==> src/rtl/mem_stage.sv <==
// mem_stage: MEM pipeline stage driving a req/ack memory bus through an IDLE/BUSY/DONE FSM.
// Define MEM_ALIGN_CHECK_EN to reject misaligned half/word accesses instead of force-aligning them.
module mem_stage (
    input  logic        clk,
    input  logic        rst,
    input  logic        validIn,
    input  logic        memReadIn,
    input  logic        memWriteIn,
    input  logic [1:0]  sizeIn,
    input  logic        signedIn,
    input  logic [1:0]  controlIn,
    input  logic [31:0] addrIn,
    input  logic [31:0] storeDataIn,
    input  logic [4:0]  destRegIn,
    output logic        memReq,
    output logic        memWe,
    output logic [31:0] memAddr,
    output logic [31:0] memWdata,
    output logic [3:0]  memBe,
    input  logic        memAck,
    input  logic [31:0] memRdata,
    output logic [1:0]  controlOut,
    output logic [31:0] memDataOut,
    output logic [31:0] aluResultOut,
    output logic [4:0]  destRegOut,
    output logic        stall,
    output logic        misalignedOut
);
    typedef enum logic [1:0] {IDLE, BUSY, DONE} state_t;
    state_t state;
    logic [1:0] sizeQ, offQ;
    logic signedQ, weQ;
    logic [31:0] dataQ;
    logic memOp, misaligned, start;
    logic [3:0] beNext;
    logic [31:0] wdataNext, loadVal;
    logic [7:0] ldByte;
    logic [15:0] ldHalf;
    always_comb begin
        memOp = validIn & (memReadIn | memWriteIn);
`ifdef MEM_ALIGN_CHECK_EN
        misaligned = memOp & ((sizeIn == 2'b01) ? addrIn[0] : (sizeIn[1] & (addrIn[1:0] != 2'b00)));
`else
        misaligned = 1'b0;
`endif
        start = (state == IDLE) & memOp & ~misaligned;
        beNext = (sizeIn == 2'b00) ? (4'b0001 << addrIn[1:0]) :
                 (sizeIn == 2'b01) ? (addrIn[1] ? 4'b1100 : 4'b0011) : 4'b1111;
        wdataNext = (sizeIn == 2'b00) ? {4{storeDataIn[7:0]}} :
                    (sizeIn == 2'b01) ? {2{storeDataIn[15:0]}} : storeDataIn;
        ldByte = memRdata[{offQ, 3'b000} +: 8];
        ldHalf = offQ[1] ? memRdata[31:16] : memRdata[15:0];
        loadVal = (sizeQ == 2'b00) ? {{24{signedQ & ldByte[7]}}, ldByte} :
                  (sizeQ == 2'b01) ? {{16{signedQ & ldHalf[15]}}, ldHalf} : memRdata;
    end
    // Bus strobes decode straight from state so an async reset drops them immediately.
    assign memReq        = (state == BUSY);
    assign memWe         = memReq & weQ;
    assign stall         = rst & (start | (state == BUSY));
    assign misalignedOut = rst & (state == IDLE) & misaligned;
    assign controlOut    = (stall | ~validIn | misalignedOut) ? 2'b00 : controlIn;
    assign memDataOut    = (state == DONE) ? dataQ : 32'h0;
    assign aluResultOut  = addrIn;
    assign destRegOut    = destRegIn;
    always_ff @(posedge clk or negedge rst) begin
        if (!rst) begin
            state    <= IDLE;
            memAddr  <= 32'h0;
            memBe    <= 4'h0;
            memWdata <= 32'h0;
            sizeQ    <= 2'b00;
            offQ     <= 2'b00;
            signedQ  <= 1'b0;
            weQ      <= 1'b0;
            dataQ    <= 32'h0;
        end else begin
            case (state)
                IDLE: if (start) begin
                    state    <= BUSY;
                    memAddr  <= {addrIn[31:2], 2'b00};
                    memBe    <= beNext;
                    memWdata <= wdataNext;
                    sizeQ    <= sizeIn;
                    offQ     <= addrIn[1:0];
                    signedQ  <= signedIn;
                    weQ      <= memWriteIn;
                end
                BUSY: if (memAck) begin
                    state <= DONE;
                    dataQ <= weQ ? 32'h0 : loadVal;
                end
                default: state <= IDLE;
            endcase
        end
    end
endmodule
==> config.mk <==
export PLATFORM = sky130hd
export DESIGN_NAME = mem_stage
export DESIGN_NICKNAME = d
export VERILOG_FILES = /design/src/rtl/mem_stage.sv
export SDC_FILE = /design/constraint.sdc
export NUM_CORES = 1
export LEC_CHECK = 0
export ABC_AREA = 1
export BUFFER_PORTS_ARGS = -buffer_cell sky130_fd_sc_hd__buf_2
export CORE_AREA = 2 2 116 118
export DETAILED_ROUTE_END_ITERATION = 7
export DIE_AREA = 0 0 118 120
export HOLD_SLACK_MARGIN = 0.03
export PLACE_DENSITY = 0.84
export SLEW_MARGIN = 25
export SYNTH_ARGS = -nofsm -noshare
export SYNTH_HDL_FRONTEND = slang
export SYNTH_SLANG_ARGS = --single-unit
export TNS_END_PERCENT = 20
==> constraint.sdc <==
create_clock -name clk -period 3.75 [get_ports clk]
set_clock_uncertainty 0.2 [all_clocks]
set_input_delay 0.75 -clock clk [delete_from_list [all_inputs] [get_ports clk]]
set_output_delay 0.75 -clock clk [all_outputs]
set_load 0.01 [all_outputs]
==> results of run 1 <==
==> power breakdown <==
| part | internal, mW | switching (mW) |
|---|---|---|
| sequential | 1.54 | 0.290 |
| clock | 0.487 | 0.426 |
| combinational | 0.587 | 1.01 |
| total | 2.61 | 1.73 |
==> state kept, by name, indices dropped and copies added (netlist names) <==
register  cells
offQ          2
weQ           1
sizeQ         2
state         2
memAddr      30
dataQ        32
signedQ       1
memWdata     32
memBe         4
==> cell families after synthesis <==
family                 Yosys count
AO/OA/AOI/OAI                   24
AND/OR/NAND/NOR                542
flip-flops                     106
buffers and inverters          137
other                            1
==> final timing paths <==
kind	cells past startpoint	slack, ns	end
worst max-delay path	9	1.09	controlOut[1]
worst min-delay path	2	0.28	memAddr[17]
worst max register to register	7	1.23	dataQ[21]
worst min register to register	2	0.28	memAddr[17]
max in group asynchronous	2	2.35	dataQ[15]
min in group asynchronous	2	0.33	memAddr[2]
==> layout by cell type, fill, tap and decap left out, drive strengths merged <==
cell type    n
conb         3
nand4        1
nand3b       1
diode        2
clkinv       3
o21ai       17
a21oi        2
nand2      360
dfrtp      106
clkinvlp     1
o211ai       5
clkbuf      12
nand3      100
inv         56
buf        247
or2          5
nor2        75
==> per-layer routing <==
metal	share of wire (%)	up-vias	GRT usage (%)
met5	0	-	0
met4	3.2	0	10.92
met3	9.4	38	5.133
met2	47	356	38.08
met1	41	2702	31.73
li1	-	2796	-
==> through the flow <==
step           area [um^2]  hold slack (ns)  total power [mW]
6_report              7010           0.2751             4.338
3_3_place_gp          6723           0.2580             3.391
4_1_cts               7005           0.2793             4.360
3_5_place_dp          6723           0.2601             3.426
5_1_grt               7010           0.3031             4.655
2_1_floorplan         5752           0.2491             2.855
==> layout make-up <==
class                      count  area [um^2]  share of cell area, %
antenna                        2        5.005                0.07139
clock buffer                  12        256.5                  3.659
clock inverter                 4        26.28                 0.3748
inverter                      56        212.7                  3.034
multi-input combinational    569         2384                  34.00
sequential                   106         2653                  37.84
tap                          176        220.2                  3.141
timing repair buffer         247         1254                  17.88
==> worst min-delay path: stages (launching register included) <==
cell and delay [ns]:
sky130_fd_sc_hd__dfrtp_1 0.34, sky130_fd_sc_hd__nand2_1 0.05, sky130_fd_sc_hd__nand2_1 0.05
==> qor_table.md, run 1 <==
| Parameter | Reported | Unit |
|---|---|---|
| Area Growth Syn to Fin | 22.04 | % |
| Static leakage power | 4.135 | nW |
| Clock root buffer master | sky130_fd_sc_hd__clkbuf_16 | - |
| Max-Cap Viols | 0 | - |
| Initial core utilization | 44.25 | % |
| Final Util | 54.01 | % |
| Count of boundary I/O pins | 255 | - |
| Count of nets left with antenna violations after detail routing | 0 | - |
| Most repeated cell in the gate-level netlist after synthesis | sky130_fd_sc_hd__nand2_1 | - |
| Critical path data arrival time | 1.71 | ns |
| Min Clock Period, post-route | 2.663 | ns |
| Timing startpoint of the critical path | memWriteIn | - |
| First DRT Iteration DRCs | 516 | - |
| Clock-pin slew of the registers on the worst-case setup and hold paths | 0.07 | ns |
| Syn_area_per_cell | 7.092 | um^2 |
| Total count of hold-check failures in the final report | 0 | - |
| Core ar. | 12,980 | um^2 |
| Global-route wire length before repair | 27,030 | um |
| Crit-path leading delay family | simple AND/OR/NAND/NOR gates | - |
| Synthesized instance count | 810 | - |
| GRT Overall Usage | 24.02 | % |
| TritonCTS clock tree | done | - |
| Num CTS Buffers | 9 | - |
| Final weighted congestion in routability-driven placement | 0.9246 | - |
| Worst-case setup margin in the final layout | 1.087 | ns |
| Commonest cells post-synth | sky130_fd_sc_hd__nand2_1, sky130_fd_sc_hd__dfrtp_1, sky130_fd_sc_hd__nand3_1 | - |
| Buffering stage count on the worst path with inverters included | 3 | - |
| Post-synthesis adder-cell area fraction | 0 | % |
| Vias | 5,892 | - |
| PostCTS Resize Cnt | 0 | - |
| Remaining design rule violation count | 0 | - |
| Number of library cell types mapped by synthesis | 23 | - |
| Die area | 14,160 | um^2 |
| Clock network latency to the later pin of the worst-skew pair | 0.35 | ns |
| Power density normalized to cell area | 618.8 | nW/um^2 |
| Warnings from Yosys | 0 | - |
| Slew Viols, Final | 0 | - |
| Vias per cell | 5.027 | - |
| DRT Wirelength | 16,900 | um |
| Share of the cycle needed by the critical path after routing | 71.03 | % |
| Mapped Area | 5744 | um^2 |
| Main synth FF type | sky130_fd_sc_hd__dfrtp_1 | - |
| Highest Clock Rate | 375.4 | MHz |
| Number of clock sinks | 106 | - |
| Flops & latches, synth | 106 | - |
| Required time of the critical path | 2.80 | ns |
| Gr ovfl total | 0 | - |
| Detailed Place HPWL | 12,220 | um |
| Total setup buffers inserted after CTS | 0 | - |
| Placement row count | 42 | - |
| Chip Height | 120 | um |
| Port Buffer Count | 241 | - |
| Detailed-routing iteration count for the pre-antenna-repair pass | 5 | - |
| Maximum fanout count along the critical path | 9 | - |
| Cell accounting for the most synthesized area | sky130_fd_sc_hd__dfrtp_1 | - |
| Routed wirelength normalized by instance count | 14.42 | um |
| Xor and xnor area share after synthesis | 0 | % |
| Post-synthesis compound-gate area fraction | 2.309 | % |
| Number of inserted filler cells in the final layout | 1,269 | - |
| Multiplexer share of the synthesized area | 0 | % |
| Number of flops mapped to enable cells by yosys | 0 | - |
| Overall die width | 118 | um |
| Cell occurring most often along the worst timing path | sky130_fd_sc_hd__nand2_1 | - |
| Cell chain of the critical path | buf_2 -> inv_1 -> nand2_1 -> nand4_1 -> nand2_1 -> nand2_1 -> nand2_1 -> nor2_1 -> buf_2 | - |
| Worst slew margin | 34.47 | % |
| Non-filler instance count after layout | 1,172 | - |
| Maximum number of pins on one net before global-route repair | 73 | - |
| Unrepaired setup endpoints after global routing | no | - |
| Buffer levels on the longest clock path | 2 | - |
| Type of origin of the critical path | input pin | - |
| Share of post-route cells with drive strength above 1 | 28.47 | % |
| R2R Path Start | offQ[1] | - |
| Critical Path Sink Type | output port | - |
| Number of cells in the design after placement | 1,154 | - |
| Largest family of logic cells by synthesized area | simple AND/OR/NAND/NOR gates | - |
| Critical path class | input pin to output port | - |
| Post-synth ARST share | 100.0 | % |
| Cell with the largest stage delay on the worst path | sky130_fd_sc_hd__nand4_1 | - |
| HP Start | memAddr[17] | - |
| Share of the yosys chip area belonging to registers | 46.18 | % |
| Worst slew pin tran | 0.9819 | ns |
| Fraction of synthesized cell area taken by the top area cell type | 46.18 | % |
| Run status | finished, final reports clean | - |
| Number of H-tree levels | 3 | - |
| Maximum ir drop on the vdd rail | 0.3480 | mV |
| Net count of the finished layout | 1,101 | - |
| Main area contributors after synthesis | sky130_fd_sc_hd__dfrtp_1, sky130_fd_sc_hd__nand2_1, sky130_fd_sc_hd__nand3_1, sky130_fd_sc_hd__buf_4, sky130_fd_sc_hd__nor2_1 | - |
| Classification of the worst-slack hold path | flop to flop | - |
| Hold Buf Count CTS | 0 | - |
| Highest cell delay on the worst timing path | 0.29 | ns |
| Antenna violations before repair | 2 | - |
| Post-route setup TNS | 0 | ns |
| Post-synthesis share of cell area spent on and, or, nand and nor gates | 38.99 | % |
| Number of global-route vias before repair | 5,502 | - |
| Final setup vio count | 0 | - |
| Pre-CTS setup slack | 1.083 | ns |
(Power assumes the default switching activity.)
==> run 2, diff against run 1 <==
- clock period: 3.75 -> 2.7 ns (I/O delays scaled with it)
==> run 2 against run 1 <==
  * Die area stayed put
  * Sequential cell count stayed put
  * Clock power is 45% higher
  * Design area is 0.52% higher
  * Largest power group unchanged
  * Critical path type is now flop to output port
  * Via count is 0.78% lower
  * Count of clock-buffer cells in the layout is 2 lower
==> qor_table.md, run 2 (synthesized netlist as in run 1, its figures left out) <==
| Parameter | Reported | Unit | vs previous |
|---|---|---|---|
| Run status | finished, final reports clean | - |  |
| Maximum number of pins on one net before global-route repair | 107 | - | +47% |
| Routed wirelength normalized by instance count | 13.99 | um | -3.0% |
| Number of global-route vias before repair | 5,356 | - | -2.7% |
| Maximum ir drop on the vdd rail | 0.4620 | mV | +33% |
| Switching Share | 39.42 | % | -0.44 points |
| Net count of the finished layout | 1,103 | - | +0.18% |
| PostCTS Resize Cnt | 0 | - | unchanged |
| Overall die width | 118 | um | unchanged |
| Final design instance area without fill | 7047 | um^2 | +0.52% |
| Port Buffer Count | 241 | - | unchanged |
| Classification of the worst-slack hold path | input pin to asynchronous set/reset pin | - |  |
| Relative contribution of sequential cells to total power | 41.0 | % | -1.1 points |
| Share of the cycle needed by the critical path after routing | 81.76 | % |  |
| Static leakage power | 4.154 | nW | +0.46% |
| Buffer levels on the longest clock path | 2 | - | unchanged |
| Maximum fanout count along the critical path | 32 | - | +23 |
| Clock network latency to the later pin of the worst-skew pair | 0.34 | ns | about the same |
| Power share of the clock group | 21.7 | % | +0.7 points |
| Total setup buffers inserted after CTS | 0 | - | unchanged |
| Commonest non-fill, non-tap cell in the layout | sky130_fd_sc_hd__nand2_1 | - |  |
| Number of clock sinks | 106 | - | unchanged |
| Num CTS Buffers | 9 | - | unchanged |
| First DRT Iteration DRCs | 587 | - | +14% |
| Critical Path Sink Type | output port | - |  |
| Vias per cell | 4.984 | - | -0.87% |
| Leading cell types in the layout, fill and taps excluded | sky130_fd_sc_hd__nand2_1, sky130_fd_sc_hd__buf_2, sky130_fd_sc_hd__dfrtp_1 | - |  |
| DRT Wirelength | 16,410 | um | -2.9% |
| Hold Buf Count CTS | 0 | - | unchanged |
| Initial core utilization | 44.25 | % | unchanged |
| Worst slew margin | 35.03 | % | +0.56 points |
| Core ar. | 12,980 | um^2 | unchanged |
| Detailed Place HPWL | 11,910 | um | -2.6% |
| Worst slew pin tran | 0.9735 | ns | -0.008412 ns |
| Highest Clock Rate | 453.0 | MHz |  |
| Min Clock Period, post-route | 2.208 | ns |  |
| Worst-case setup margin in the final layout | 0.4925 | ns | -0.5940 ns |
| Clock root buffer master | sky130_fd_sc_hd__clkbuf_16 | - |  |
| Placed instance area | 6750 | um^2 | +0.41% |
| Chip Height | 120 | um | unchanged |
| Remaining design rule violation count | 0 | - | unchanged |
| Vias | 5,846 | - | -0.78% |
| Unrepaired setup endpoints after global routing | no | - |  |
| Global-route wire length before repair | 26,360 | um | -2.5% |
| Cell internal power dissipation | 3.687 | mW | +41% |
| Required time of the critical path | 1.96 | ns | -0.84 ns |
| Final setup vio count | 0 | - | unchanged |
| Detailed-routing iteration count for the pre-antenna-repair pass | 5 | - | unchanged |
| Slew Viols, Final | 0 | - | unchanged |
| TritonCTS clock tree | done | - |  |
| Combinational fraction of design power | 37.3 | % | +0.4 points |
| Total count of hold-check failures in the final report | 0 | - | unchanged |
| Share of post-route cells with drive strength above 1 | 28.61 | % | +0.14 points |
| Count of boundary I/O pins | 255 | - | unchanged |
| Post-route setup TNS | 0 | ns | unchanged |
| Top flop regs | dataQ: 32 flops, memWdata: 32 flops, memAddr: 30 flops | - |  |
| Placement row count | 42 | - | unchanged |
| Area Growth Syn to Fin | 22.67 | % |  |
| Pre-CTS setup slack | 0.6194 | ns | -0.4635 ns |
| Number of H-tree levels | 3 | - | unchanged |
| Critical path class | flop to output port | - |  |
| GRT Overall Usage | 23.26 | % | -0.76 points |
| Power density normalized to cell area | 863.6 | nW/um^2 | +40% |
| Critical path data arrival time | 1.47 | ns | -0.24 ns |
| Gr ovfl total | 0 | - | unchanged |
| Type of origin of the critical path | flop | - |  |
| Net switching component of the power | 2.399 | mW | +39% |
| Final weighted congestion in routability-driven placement | 0.9690 | - | +4.8% |
| Max-Cap Viols | 0 | - | unchanged |
| Antenna violations before repair | 1 | - | -1 |
| Die area | 14,160 | um^2 | unchanged |
| Count of nets left with antenna violations after detail routing | 0 | - | unchanged |
| Clock-pin slew of the registers on the worst-case setup and hold paths | 0.07 | ns | about the same |
==> run 2: cell types whose count changed in the layout (fill, tap and decap cells not counted) <==
cell | previous run | this run
sky130_fd_sc_hd__buf_12 | 0 | 1
sky130_fd_sc_hd__inv_6 | 0 | 2
sky130_fd_sc_hd__clkbuf_8 | 2 | 0
sky130_fd_sc_hd__clkinv_4 | 1 | 0
sky130_fd_sc_hd__bufinv_16 | 0 | 1
sky130_fd_sc_hd__buf_4 | 7 | 8
sky130_fd_sc_hd__diode_2 | 2 | 1
==> run 2: area by class of cell <==
cell class,instances,area (um^2)
fillers,1247,5933
flip-flops and latches,106,2653
multi-input cells,569,2384
repair buffers,249,1281
clock buffers,10,229.0
well taps,176,220.2
inverters,56,212.7
clock inverters,6,65.06
diodes,1,2.502
==> run 2: layer usage <==
layer	GRT usage [%]	part of all wire [%]	wire length (um)
met1	30.63	41	6764
met2	38.12	47	7761
met3	4.943	9.0	1470
met4	8.208	2.5	413
met5	0	0	0
==> run 2: power groups by stage <==
stage	combinational [mW]	sequential [mW]	clock (mW)
floorplan	1.38	2.59	0
global placement	2.21	2.51	0
detailed placement	2.28	2.49	0
CTS	2.28	2.49	1.35
global route	2.56	2.57	1.41
finish	2.27	2.50	1.32
==> run 2: worst paths after layout <==
path | depth (start not counted) | endpoint | slack [ns] | start
max | 5 | memDataOut[15] | 0.49 | state[0]
min | 2 | dataQ[16] | 0.07 | rst
max reg2reg | 6 | dataQ[17] | 0.72 | state[1]
min reg2reg | 2 | memAddr[15] | 0.27 | memAddr[15]
max in group asynchronous | 2 | dataQ[7] | 1.72 | rst
min in group clk | 2 | state[0] | 0.20 | memAck
==> run 2: stage by stage <==
step                      hold slack, ns  utilization [%]  power, mW  std cells
final                            0.07019            54.29      6.085       1173
after global routing              0.1180            54.29      6.538       1173
after CTS                         0.1510            54.27      6.123       1172
after detailed placement          0.2594            52.01      4.769       1156
after global placement            0.2576            52.01      4.716       1156
after floorplan                  0.04441                -      3.965        812
==> run 2: critical path: stages (launching register included) <==
cell	delay (ns)
sky130_fd_sc_hd__dfrtp_1	0.39
sky130_fd_sc_hd__inv_1	0.09
sky130_fd_sc_hd__nand2_1	0.05
sky130_fd_sc_hd__buf_4	0.23
sky130_fd_sc_hd__nor2_1	0.19
sky130_fd_sc_hd__buf_2	0.16
